`config.mk`:
```
export PLATFORM = sky130hd
export DESIGN_NAME = decode_stage
export DESIGN_NICKNAME = d
export VERILOG_FILES = /design/src/rtl/decode_stage_pkg.sv /design/src/rtl/ALUdecoder.sv /design/src/rtl/decode_stage_core.sv /design/src/rtl/decode_stage.sv
export SDC_FILE = /design/constraint.sdc
export NUM_CORES = 1
export LEC_CHECK = 0
export CORE_ASPECT_RATIO = 1.1
export CORE_MARGIN = 3
export CORE_UTILIZATION = 40
export DETAILED_ROUTE_END_ITERATION = 10
export SETUP_SLACK_MARGIN = 0.15
export SYNTH_ARGS = -nofsm -noshare
export SYNTH_HDL_FRONTEND = slang
export SYNTH_SLANG_ARGS = --single-unit
```
`constraint.sdc`:
```
create_clock -name clk -period 2.54 [get_ports clk]
set_input_delay 0.381 -clock clk [delete_from_list [all_inputs] [get_ports clk]]
set_output_delay 0.381 -clock clk [all_outputs]
set_load 0.1 [all_outputs]
```
`src/rtl/decode_stage_pkg.sv`:
```
// Shared types for the RV32 decode stage: opcodes, ALU control codes and the
// decoded-instruction record carried through the output buffer.
package decode_stage_pkg;

  typedef enum logic [6:0] {
    RType      = 7'b0110011,
    ITypeLogic = 7'b0010011,
    ITypeLoad  = 7'b0000011,
    ITypeJalr  = 7'b1100111,
    SType      = 7'b0100011,
    BType      = 7'b1100011,
    JType      = 7'b1101111,
    UTypeAuipc = 7'b0010111,
    UTypeLui   = 7'b0110111
  } opcode_t;

  typedef logic [31:0] imm_t;

  typedef enum logic [3:0] {
    AluAdd  = 4'd0,
    AluSub  = 4'd1,
    AluSll  = 4'd2,
    AluSlt  = 4'd3,
    AluSltu = 4'd4,
    AluXor  = 4'd5,
    AluSrl  = 4'd6,
    AluSra  = 4'd7,
    AluOr   = 4'd8,
    AluAnd  = 4'd9
  } alu_op_t;

  localparam logic [6:0] Funct7Base   = 7'b0000000;
  localparam logic [6:0] Funct7Alt    = 7'b0100000;
  localparam logic [6:0] Funct7MulDiv = 7'b0000001;

  typedef struct packed {
    logic [31:0] pc;
    opcode_t     opcode;
    alu_op_t     alu_control;
    imm_t        imm_ext;
    logic [2:0]  funct3;
    logic [4:0]  rd;
    logic [4:0]  rs1;
    logic [4:0]  rs2;
    logic        reg_write;
    logic        is_muldiv;
    logic        illegal;
  } decoded_instr_t;

  // R/I/U/J formats produce a register result; S/B never do.
  function automatic logic opcode_writes_rd(input logic [6:0] op);
    case (op)
      RType, ITypeLogic, ITypeLoad, ITypeJalr, JType, UTypeAuipc, UTypeLui: return 1'b1;
      default: return 1'b0;
    endcase
  endfunction

endpackage

```
`src/rtl/ALUdecoder.sv`:
```
// Maps opcode/funct3/funct7 to the 4-bit ALU control code. funct7 is only
// consulted for the add/sub and shift-right distinctions.
module ALUdecoder
  import decode_stage_pkg::*;
(
  input  opcode_t    opcode,
  input  logic [2:0] funct3,
  input  logic [6:0] funct7,
  output alu_op_t    alu_control
);

  always_comb begin
    alu_control = AluAdd;
    case (opcode)
      RType, ITypeLogic: begin
        case (funct3)
          // Immediate add has no subtract form; imm bits in funct7 are ignored.
          3'b000:  alu_control = (opcode == RType && funct7[5]) ? AluSub : AluAdd;
          3'b001:  alu_control = AluSll;
          3'b010:  alu_control = AluSlt;
          3'b011:  alu_control = AluSltu;
          3'b100:  alu_control = AluXor;
          3'b101:  alu_control = funct7[5] ? AluSra : AluSrl;
          3'b110:  alu_control = AluOr;
          default: alu_control = AluAnd;
        endcase
      end
      BType:   alu_control = AluSub;
      default: alu_control = AluAdd;
    endcase
  end

endmodule

```
`src/rtl/decode_stage_core.sv`:
```
// Purely combinational RV32 decoder: instruction word and PC in, one
// decoded_instr_t out, with illegal encodings squashed to a harmless record.
module decode_core
  import decode_stage_pkg::*;
#(
  parameter bit ENABLE_M = 1'b0
) (
  input  logic [31:0]    instr,
  input  logic [31:0]    pc,
  output decoded_instr_t decoded
);

  logic [6:0] op;
  logic [2:0] funct3;
  logic [6:0] funct7;
  logic [4:0] rd, rs1, rs2;
  imm_t       imm;
  logic       illegal, is_muldiv;
  logic [6:0] alu_funct7;
  alu_op_t    alu_control;

  assign op     = instr[6:0];
  assign funct3 = instr[14:12];
  assign funct7 = instr[31:25];

  always_comb begin
    rd         = 5'd0;
    rs1        = 5'd0;
    rs2        = 5'd0;
    imm        = '0;
    illegal    = 1'b0;
    is_muldiv  = 1'b0;
    alu_funct7 = 7'd0;
    case (op)
      RType: begin
        rd         = instr[11:7];
        rs1        = instr[19:15];
        rs2        = instr[24:20];
        alu_funct7 = funct7;
        if (funct7 == Funct7MulDiv) begin
          if (ENABLE_M) is_muldiv = 1'b1;
          else          illegal   = 1'b1;
          alu_funct7 = 7'd0;
        end else if (funct7 == Funct7Alt) begin
          if (funct3 != 3'b000 && funct3 != 3'b101) illegal = 1'b1;
        end else if (funct7 != Funct7Base) begin
          illegal = 1'b1;
        end
      end
      ITypeLogic, ITypeLoad, ITypeJalr: begin
        rd  = instr[11:7];
        rs1 = instr[19:15];
        imm = {{20{instr[31]}}, instr[31:20]};
        if (op == ITypeLogic) alu_funct7 = funct7;
        if (op == ITypeJalr && funct3 != 3'b000) illegal = 1'b1;
      end
      SType: begin
        rs1 = instr[19:15];
        rs2 = instr[24:20];
        imm = {{20{instr[31]}}, instr[31:25], instr[11:7]};
      end
      BType: begin
        rs1 = instr[19:15];
        rs2 = instr[24:20];
        imm = {{19{instr[31]}}, instr[31], instr[7], instr[30:25], instr[11:8], 1'b0};
      end
      JType: begin
        rd  = instr[11:7];
        imm = {{11{instr[31]}}, instr[31], instr[19:12], instr[20], instr[30:21], 1'b0};
      end
      UTypeAuipc, UTypeLui: begin
        rd  = instr[11:7];
        imm = {instr[31:12], 12'd0};
      end
      default: illegal = 1'b1;
    endcase
    // Squash everything except pc/opcode/funct3 so a trap sees a clean record.
    if (illegal) begin
      rd         = 5'd0;
      rs1        = 5'd0;
      rs2        = 5'd0;
      imm        = '0;
      is_muldiv  = 1'b0;
      alu_funct7 = 7'd0;
    end
  end

  ALUdecoder u_alu_decoder (
    .opcode      (opcode_t'(op)),
    .funct3      (funct3),
    .funct7      (alu_funct7),
    .alu_control (alu_control)
  );

  always_comb begin
    decoded             = '0;
    decoded.pc          = pc;
    decoded.opcode      = opcode_t'(op);
    decoded.alu_control = alu_control;
    decoded.imm_ext     = imm;
    decoded.funct3      = funct3;
    decoded.rd          = rd;
    decoded.rs1         = rs1;
    decoded.rs2         = rs2;
    decoded.reg_write   = !illegal && opcode_writes_rd(op) && (rd != 5'd0);
    decoded.is_muldiv   = is_muldiv;
    decoded.illegal     = illegal;
  end

endmodule

```
`src/rtl/decode_stage.sv`:
```
// Decode stage: combinational decode feeding a DEPTH-entry output FIFO with
// valid/ready on both sides; in_ready depends on registered occupancy only.
module decode_stage
  import decode_stage_pkg::*;
#(
  parameter int unsigned DEPTH    = 2,
  parameter bit          ENABLE_M = 1'b0
) (
  input  logic        clk,
  input  logic        reset_n,
  input  logic        flush,
  input  logic        in_valid,
  output logic        in_ready,
  input  logic [31:0] in_instr,
  input  logic [31:0] in_pc,
  output logic        out_valid,
  input  logic        out_ready,
  output logic [31:0] out_pc,
  output opcode_t     out_opcode,
  output logic [3:0]  out_alu_control,
  output imm_t        out_imm_ext,
  output logic [2:0]  out_funct3,
  output logic [4:0]  out_rd,
  output logic [4:0]  out_rs1,
  output logic [4:0]  out_rs2,
  output logic        out_reg_write,
  output logic        out_is_muldiv,
  output logic        out_illegal
);

  localparam int unsigned PtrW = (DEPTH > 1) ? $clog2(DEPTH) : 1;
  localparam int unsigned CntW = $clog2(DEPTH + 1);

  decoded_instr_t decoded;
  decoded_instr_t head;
  decoded_instr_t mem_q [DEPTH];
  logic [PtrW-1:0] rd_ptr_q, wr_ptr_q;
  logic [CntW-1:0] count_q;
  logic            push, pop;

  decode_core #(
    .ENABLE_M (ENABLE_M)
  ) u_decode_core (
    .instr   (in_instr),
    .pc      (in_pc),
    .decoded (decoded)
  );

  function automatic logic [PtrW-1:0] ptr_inc(input logic [PtrW-1:0] p);
    return (32'(p) == DEPTH - 1) ? '0 : p + 1'b1;
  endfunction

  assign in_ready  = (count_q < CntW'(DEPTH));
  assign out_valid = (count_q != '0);
  assign push      = in_valid && in_ready && !flush;
  assign pop       = out_valid && out_ready && !flush;

  always_ff @(posedge clk or negedge reset_n) begin
    if (!reset_n) begin
      count_q  <= '0;
      rd_ptr_q <= '0;
      wr_ptr_q <= '0;
      for (int i = 0; i < int'(DEPTH); i++) mem_q[i] <= '0;
    end else if (flush) begin
      count_q  <= '0;
      rd_ptr_q <= '0;
      wr_ptr_q <= '0;
    end else begin
      if (push) begin
        mem_q[wr_ptr_q] <= decoded;
        wr_ptr_q        <= ptr_inc(wr_ptr_q);
      end
      if (pop) rd_ptr_q <= ptr_inc(rd_ptr_q);
      case ({push, pop})
        2'b10:   count_q <= count_q + 1'b1;
        2'b01:   count_q <= count_q - 1'b1;
        default: count_q <= count_q;
      endcase
    end
  end

  // Stale entries left behind by a flush or pop are never exposed.
  assign head = out_valid ? mem_q[rd_ptr_q] : '0;

  assign out_pc          = head.pc;
  assign out_opcode      = head.opcode;
  assign out_alu_control = head.alu_control;
  assign out_imm_ext     = head.imm_ext;
  assign out_funct3      = head.funct3;
  assign out_rd          = head.rd;
  assign out_rs1         = head.rs1;
  assign out_rs2         = head.rs2;
  assign out_reg_write   = head.reg_write;
  assign out_is_muldiv   = head.is_muldiv;
  assign out_illegal     = head.illegal;

endmodule

```
# [Word-level counts from Yosys, hierarchy flattened]
# Index checks and enable logic that the tools add are counted.
[word_totals] word_cells=122 ff_bits=196
[op_classes] n_addsub=4 reduce_logical=28 n_eq_ne=20 n_bitwise=3 muxes=38 n_lt_le_gt_ge=4
[ops] op="$mux W96" count=5
[ops] op="$bwmux W192" count=1
[ops] op="$pmux W32 S5" count=1
[ops] op="$demux W96 S1" count=1
[ops] op="$mux W32" count=1
[ops] op="$mux W5" count=6
[ops] op="$eq A7 B6 Y1 const B" count=4
[ops] op="$pmux W4 S7" count=1
[ops] op="$eq A7 B7 Y1 const B" count=3
[ops] op="$mux W6" count=3
[ops] op="$eq A7 B5 Y1 const B" count=2
[ops] op="$mux W1" count=14
[ops] op="$pmux W6 S2" count=1
[ops] op="$logic_and A1 B1 Y1" count=10
[ops] op="$eq A3 B3 Y1 const B" count=3
[ops] op="$pmux W4 S2" count=1
[ops] op="$eq A7 B1 Y1 const B" count=1
[ops] op="$eq A7 B2 Y1 const B" count=1
[ops] op="$reduce_bool A7 Y1" count=1
[ops] op="$reduce_or A7 Y1" count=1
[ops] op="$eq A3 B2 Y1 const B" count=2
[ops] op="$reduce_bool A2 Y1" count=3
[ops] op="$reduce_bool A3 Y1" count=2
[ops] op="$reduce_or A3 Y1" count=2
[ops] op="22 further kinds" count=27

# [Longest topological paths before layout]
# Gate-level depths: netlist of the first run.
[logic_depth] word_depth=12 ltp_mapped=8 mapped_depth_nobuf=5

# [Hierarchy]
# From an unflattened synthesis of the first run, not the netlist that was laid out.
[hier_totals] cells_unflattened=854 area_unflattened_um2=10099.7
[modules_own_cells] mod="decode_stage" seq_area_each_um2=4904.7 area_per_inst_um2=8749.6 instances=1 cells_each=641
[modules_own_cells] mod="decode_core" seq_area_each_um2=0.0 area_per_inst_um2=1237.4 instances=1 cells_each=194
[modules_own_cells] mod="ALUdecoder" seq_area_each_um2=0.0 area_per_inst_um2=112.6 instances=1 cells_each=19

# [Worst setup path after synthesis of the first run]
# Ideal clock, no wire load.
[synth_path] kind="reg2out" from="register rd_ptr_q" to="output out_alu_control[2]" setup_slack_ns=-0.378 arrival_ns=2.537 path_buffers=3 path_stages_with_launch=6 cell_sequence="dfrtp_1 -> clkbuf_1 -> buf_1 -> buf_2 -> mux2i_1 -> nor2_1"
[synth_between] elab_chain_cells=5
[synth_lines] element="start, declared" line="decode_stage.sv:37" text="logic [PtrW-1:0] rd_ptr_q, wr_ptr_q;"
[synth_lines] element="start signal, assigned" line="decode_stage.sv:73" text="if (pop) rd_ptr_q <= ptr_inc(rd_ptr_q);"
[synth_lines] element="$not A1 Y2 (implied by the code)" line="decode_stage.sv:83" text="assign head = out_valid ? mem_q[rd_ptr_q] : '0;"
[synth_lines] element="$mux W96 (implied by the code) (3 in series)" line="decode_stage.sv:83"
[synth_lines] element="$mux W96" line="decode_stage.sv:83"
[synth_lines] element="end, declared" line="decode_stage.sv:20" text="output logic [3:0] out_alu_control,"
# No other way between the ends. The select of a mux whose other input is x is not followed.

# [Worst setup path after layout of the first run]
[layout_path] from="register rd_ptr_q" to="output out_imm_ext[11]"
[layout_between] elab_chain_cells=5
[layout_lines] element="$not A1 Y2 (implied by the code)" line="decode_stage.sv:83"
[layout_lines] element="$mux W96 (implied by the code) (3 in series)" line="decode_stage.sv:83"
[layout_lines] element="$mux W96" line="decode_stage.sv:83"
[layout_lines] element="end, declared" line="decode_stage.sv:21" text="output imm_t out_imm_ext,"
# No other way between the ends. The select of a mux whose other input is x is not followed.

==> results of run 1 <==
## metrics by stage
stage               instance area, um^2  power (mW)
floorplan                          9870        5.14
global placement                  13000        5.96
detailed placement                13000        6.00
CTS                               13600        8.75
global route                      13600        9.08
finish                            13600        8.66
## metal layers
layer | routed length, um | vias up | share of wire (%)
li1 | - | 3861 | -
met1 | 12400 | 3903 | 46
met2 | 13200 | 209 | 49
met3 | 1170 | 21 | 4.3
met4 | 370 | 0 | 1.4
met5 | 0 | - | 0
## cell type report
type                       count  area, um^2  share of cell area, %
clock buffer                  18         429                   3.15
inverter                       5        18.8                  0.138
sequential                   194        4860                   35.6
clock inverter                14         171                   1.26
multi-input combinational    801        4640                   34.0
tap                          300         375                   2.75
timing repair buffer         217        3140                   23.0
## kinds of logic (layout without fill, tap and decap cells)
family,after synthesis,in the layout,synth area share (%)
xor+xnor,5,5,0.465
mux,98,98,10.4
other cells,1,1,0.0398
compound gates,146,146,9.72
flops,194,194,51.5
buf+inv,83,254,4.00
simple gates,551,551,23.9
## path summary, 6_finish.rpt
kind,to,slack [ns],cells past startpoint
max,out_imm_ext[11],0.22,4
min,mem_q[68]$_DFFE_PN0P_,0.41,2
max reg2reg,mem_q[47]$_DFFE_PN0P_,0.59,5
min reg2reg,mem_q[114]$_DFFE_PN0P_,0.47,2
max in group asynchronous,mem_q[34]$_DFFE_PN0P_,1.40,3
min in group clk,mem_q[114]$_DFFE_PN0P_,0.47,2
## state kept, by name (all words and copies together), names as in the netlist
name and count:
mem_q 190, count_q 2, rd_ptr_q 1, wr_ptr_q 1
## worst max-delay path, stage by stage, from the launching register on
cell and delay [ns]:
dfrtp_4 0.65, buf_12 0.24, mux2i_1 0.29, nor2_2 0.11, buf_12 0.20
## what timing repair did
| item | 4_1_cts | 5_1_grt |
|---|---|---|
| endpoints found under the hold margin | 28 | 0 |
| hold buffers | 1 | 0 |
| setup buffers | 1 | 0 |
| endpoints found under the setup margin | 52 | 0 |
## power groups by stage
stage / registers [mW] / logic (mW) / clock network [mW]
after detailed placement: 3.75 / 2.24 / 0
after CTS: 3.69 / 2.27 / 2.79
final: 3.69 / 2.24 / 2.74
after floorplan: 3.68 / 1.46 / 0
after global placement: 3.73 / 2.22 / 0
after global routing: 3.74 / 2.41 / 2.93
## cell usage in the layout, fill, tap and decap left out, types with 4 or more instances in the layout
master           instances
buf_12                 106
nor2_1                  18
xor2_1                   4
dfrtp_1                193
clkbuf_16               17
mux2i_1                 98
a21oi_1                 17
buf_4                   41
nand3_1                  4
a22oi_1                 25
inv_1                    5
and2_1                   5
o31ai_1                 15
nor2_4                  40
inv_8                    5
clkinvlp_4               5
and3_1                   4
clkdlybuf4s50_1         67
nand2_1                399
nor2_2                  51
o21ai_0                 68
a22o_1                  10
==> impl_metrics.ini, run 1 <==
[final_layout]
fin_cells = 1549
nets = 1305
layout-drive-gt1-share_pct = 23.1
diodes = 0
nFillCells = 2001
syn_to_final_growth_pct = 44.6
utilization_pct = 59.3

[global_routing]
antenna_found_initial = 0
gr-total-overflow = 0
grt_pass1_vias = 8182
use_met1_pct = 30.3
grt_use_met2_pct = 35.5
grt.busiest_layer = met2
grt_use_total_pct = 21.7
grt_pass1_wl_um = 44800
grt_max_degree = 78
use_met3_pct = 3.40

[routing]
drtPass1Iterations = 5
vias = 7994
routed_wl_um = 27100
via_per_inst = 5.16
dr.first_iter.drc_count = 557
postRouteAntennaNets = 0
post_drt_wl_per_cell_um = 17.5
drc = 0

[yosys]
synth_flop_cell = dfrtp_1
syn-num-nets = 1147
synth_common_cells = nand2_1 (400), dfrtp_1 (194), nor2_1 (109), mux2i_1 (98), o21ai_0 (68)
yosysSeqAreaShare_pct = 51.5
yosysTopAreaCell = dfrtp_1
synth_most_common_cell = nand2_1
synthDistinctLibCells = 47
ys_ff_latch = 194
ys_warn_count = 0
synthCells = 1078
mappedNetlistArea_um2 = 9420
avgSynthCellArea_um2 = 8.74
synth.top_cell.area_share_pct = 51.5
synth.area.top_cells = dfrtp_1 (52%), nand2_1 (16%), mux2i_1 (10%)
synth_edf_count = 0
async_flop_share_pct = 100

[placed_design]
hpwl_um = 18500
port_buffers = 165
place_worst_setup_slack_ns = -0.0329
dp.cells = 1515
place.gp.congestion = 0.865

[power]
cellLeakagePower_nw = 5.90
seqPwrFrac_pct = 42.5
clkPwrFrac_pct = 31.6
internal_power_mw = 5.76
p_sw_mw = 2.90
ir_worst_vdd_mv = 0.447
swShare_pct = 33.5
pwr-share-comb_pct = 25.9
powerDensity_nw_per_um2 = 636

[die]
initial_core_util_pct = 41.0
die_h_um = 167
io_pins = 167
rows = 58
die_w_um = 152
dieArea_um2 = 25400
core_area_um2 = 23000

[outcome]
status = finished, final reports clean

[timing]
setup_viol = 0
rsz0062_at_grt = false
min_period_ns = 2.32
fin_crit_sh_pct = 91.2
final_max_slew_viol_count = 0
fmax_ghz = 0.432
skew_ns = 0.00720
hold_violations = 0
whs_ns = 0.412
fin_setup_tns_ns = 0
worst_slack_ns = 0.223

[job]
maxCapViolCount = 0

[setup_path]
timing.rr.start = count_q[1]$_DFFE_PN0P_
end_kind = output port
path_class = reg2out
startpoint_type = flip-flop
critPathLaunch = rd_ptr_q$_DFFE_PN0P_
cp.arrival_ns = 1.94
required_ns = 2.16
worstPathMaxFanout = 19

[clock_network]
cts-root-buf = clkbuf_16
h-tree-depth = 4
clk_path_buf_depth = 2
cts_sinks = 194
cts_buffers = 17
tritoncts = yes
cts_resized = 0
insertion_delay_ns = 0.43
clkTransAtPathRegs_ns = 0.07

[min_path]
min_path_type = in2async
No activity file was read; power rests on OpenSTA's default activity.
==> inputs of run 2 (changes only) <==
Clock period 2.54 ns to 3 ns, I/O delays scaled along.
==> run 2 against run 1 <==
Sequential cell count stayed put. Power is 19% lower. Die area stayed put. Sequential share of layout area is 2.9 points higher.
==> impl_metrics.ini, run 2 (synthesis gave the netlist of run 1 again) <==
[die]
io_pins = 167
rows = 58
core_area_um2 = 23000
dieArea_um2 = 25400
initial_core_util_pct = 41.0
die_h_um = 167
die_w_um = 152

[clock_network]
hold_buffers = 0
clk_path_buf_depth = 2
cts_resized = 0
clkTransAtPathRegs_ns = 0.07
insertion_delay_ns = 0.43
cts_sinks = 194
cts_buffers = 17
h-tree-depth = 4
tritoncts = yes
cts_setup_buffers = 0
cts-root-buf = clkbuf_16

[setup_path]
path_class = reg2out
required_ns = 2.55
crit_end = out_imm_ext[4]
worstPathMaxFanout = 40
timing.rr.start = count_q[1]$_DFFE_PN0P_
r2r_end = mem_q[146]$_DFFE_PN0P_
end_kind = output port
worstRegToRegCells = 4
startpoint_type = flip-flop
critPathLaunch = rd_ptr_q$_DFFE_PN0P_
cp.arrival_ns = 2.08
ff2ff_setup_slack_ns = 0.78

[routing]
routed_wl_um = 27000
post_drt_wl_per_cell_um = 17.7
drc = 0
via_per_inst = 5.15
drtPass1Iterations = 5
dr.first_iter.drc_count = 457
postRouteAntennaNets = 0
vias = 7855

[job]
maxCapViolCount = 0

[placed_design]
dp.cells = 1494
port_buffers = 165
place_worst_setup_slack_ns = 0.166
hpwl_um = 17800
place.gp.congestion = 0.866

[timing]
min_period_ns = 2.53
fin_crit_sh_pct = 84.4
fin_setup_tns_ns = 0
rsz0062_at_grt = false
skew_ns = 0.00529
fmax_ghz = 0.395
whs_ns = 0.0569
worstMarginPinSlew_ns = 0.978
final_max_slew_viol_count = 0
setup_viol = 0
max_slew_margin_pct = 34.8
hold_violations = 0
worst_slack_ns = 0.467

[min_path]
min_path_type = in2async

[global_routing]
grt_pass1_wl_um = 43600
antenna_found_initial = 0
grt_max_degree = 111
grt_use_total_pct = 21.2
gr-total-overflow = 0
grt_pass1_vias = 7758

[final_layout]
diodes = 0
largest_reg_flops = 190
final_cell_mix = nand2_1 (399), dfrtp_1 (193), mux2i_1 (98), nor2_1 (68), o21ai_0 (68)
largest-register = mem_q
layout-drive-gt1-share_pct = 17.6
mostFrequentLayoutCell = nand2_1
syn_to_final_growth_pct = 33.8
nets = 1282
reg.largest.list = mem_q x190, count_q x2
fin_cells = 1524

[outcome]
status = finished, final reports clean

[power]
cellLeakagePower_nw = 5.67
ir_worst_vdd_mv = 0.366
powerDensity_nw_per_um2 = 560
==> run 2: final cells by class <==
cell class	count	area, um^2
clock buffers	20	467
multi-input cells	801	4320
flip-flops and latches	194	4860
fillers	2086	10400
well taps	300	375
clock inverters	10	125
inverters	5	18.8
repair buffers	194	2440
==> run 2: how the worst min path moves through the flow <==
stage                                start                     end  slack [ns]  cells past startpoint
finish                             reset_n  mem_q[167]$_DFFE_PN0P_        0.06                      1
global route                       reset_n   mem_q[71]$_DFFE_PN0P_        0.13                      1
CTS                                reset_n   mem_q[71]$_DFFE_PN0P_        0.11                      1
detailed placement  mem_q[181]$_DFFE_PN0P_  mem_q[181]$_DFFE_PN0P_        0.46                      2
global placement     mem_q[66]$_DFFE_PN0P_   mem_q[66]$_DFFE_PN0P_        0.46                      2
floorplan                          reset_n  count_q[0]$_DFFE_PN0P_        0.15                      0
==> run 2: metrics by stage <==
step	utilization (%)	power [mW]	instance area, um^2
6_report	54.8	7.06	12600
4_1_cts	54.8	7.13	12600
3_5_place_dp	52.2	4.81	12000
3_3_place_gp	52.2	4.78	12000
2_1_floorplan	-	4.25	9520
5_1_grt	54.8	7.38	12600
==> run 2: critical path: stages, from the launching register on <==
cell     delay (ns)
dfrtp_4        0.60
buf_12         0.32
mux2i_1        0.38
nor2_1         0.12
buf_12         0.18
==> run 2: per-layer routing <==
layer / vias up / GRT usage (%) / routed length [um]
met1: 3811 / 30.4 / 12500
met2: 232 / 33.9 / 13000
met3: 17 / 3.69 / 1340
met4: 0 / 4.85 / 259
met5: - / 0 / 0
li1: 3795 / - / -
==> run 2: report_power, final <==
| part | total (mW) | internal, mW | switching, mW |
|---|---|---|---|
| Combinational | 1.64 | 0.520 | 1.12 |
| Sequential | 3.12 | 2.94 | 0.175 |
| Clock | 2.31 | 1.30 | 1.01 |
| Total | 7.06 | 4.76 | 2.30 |
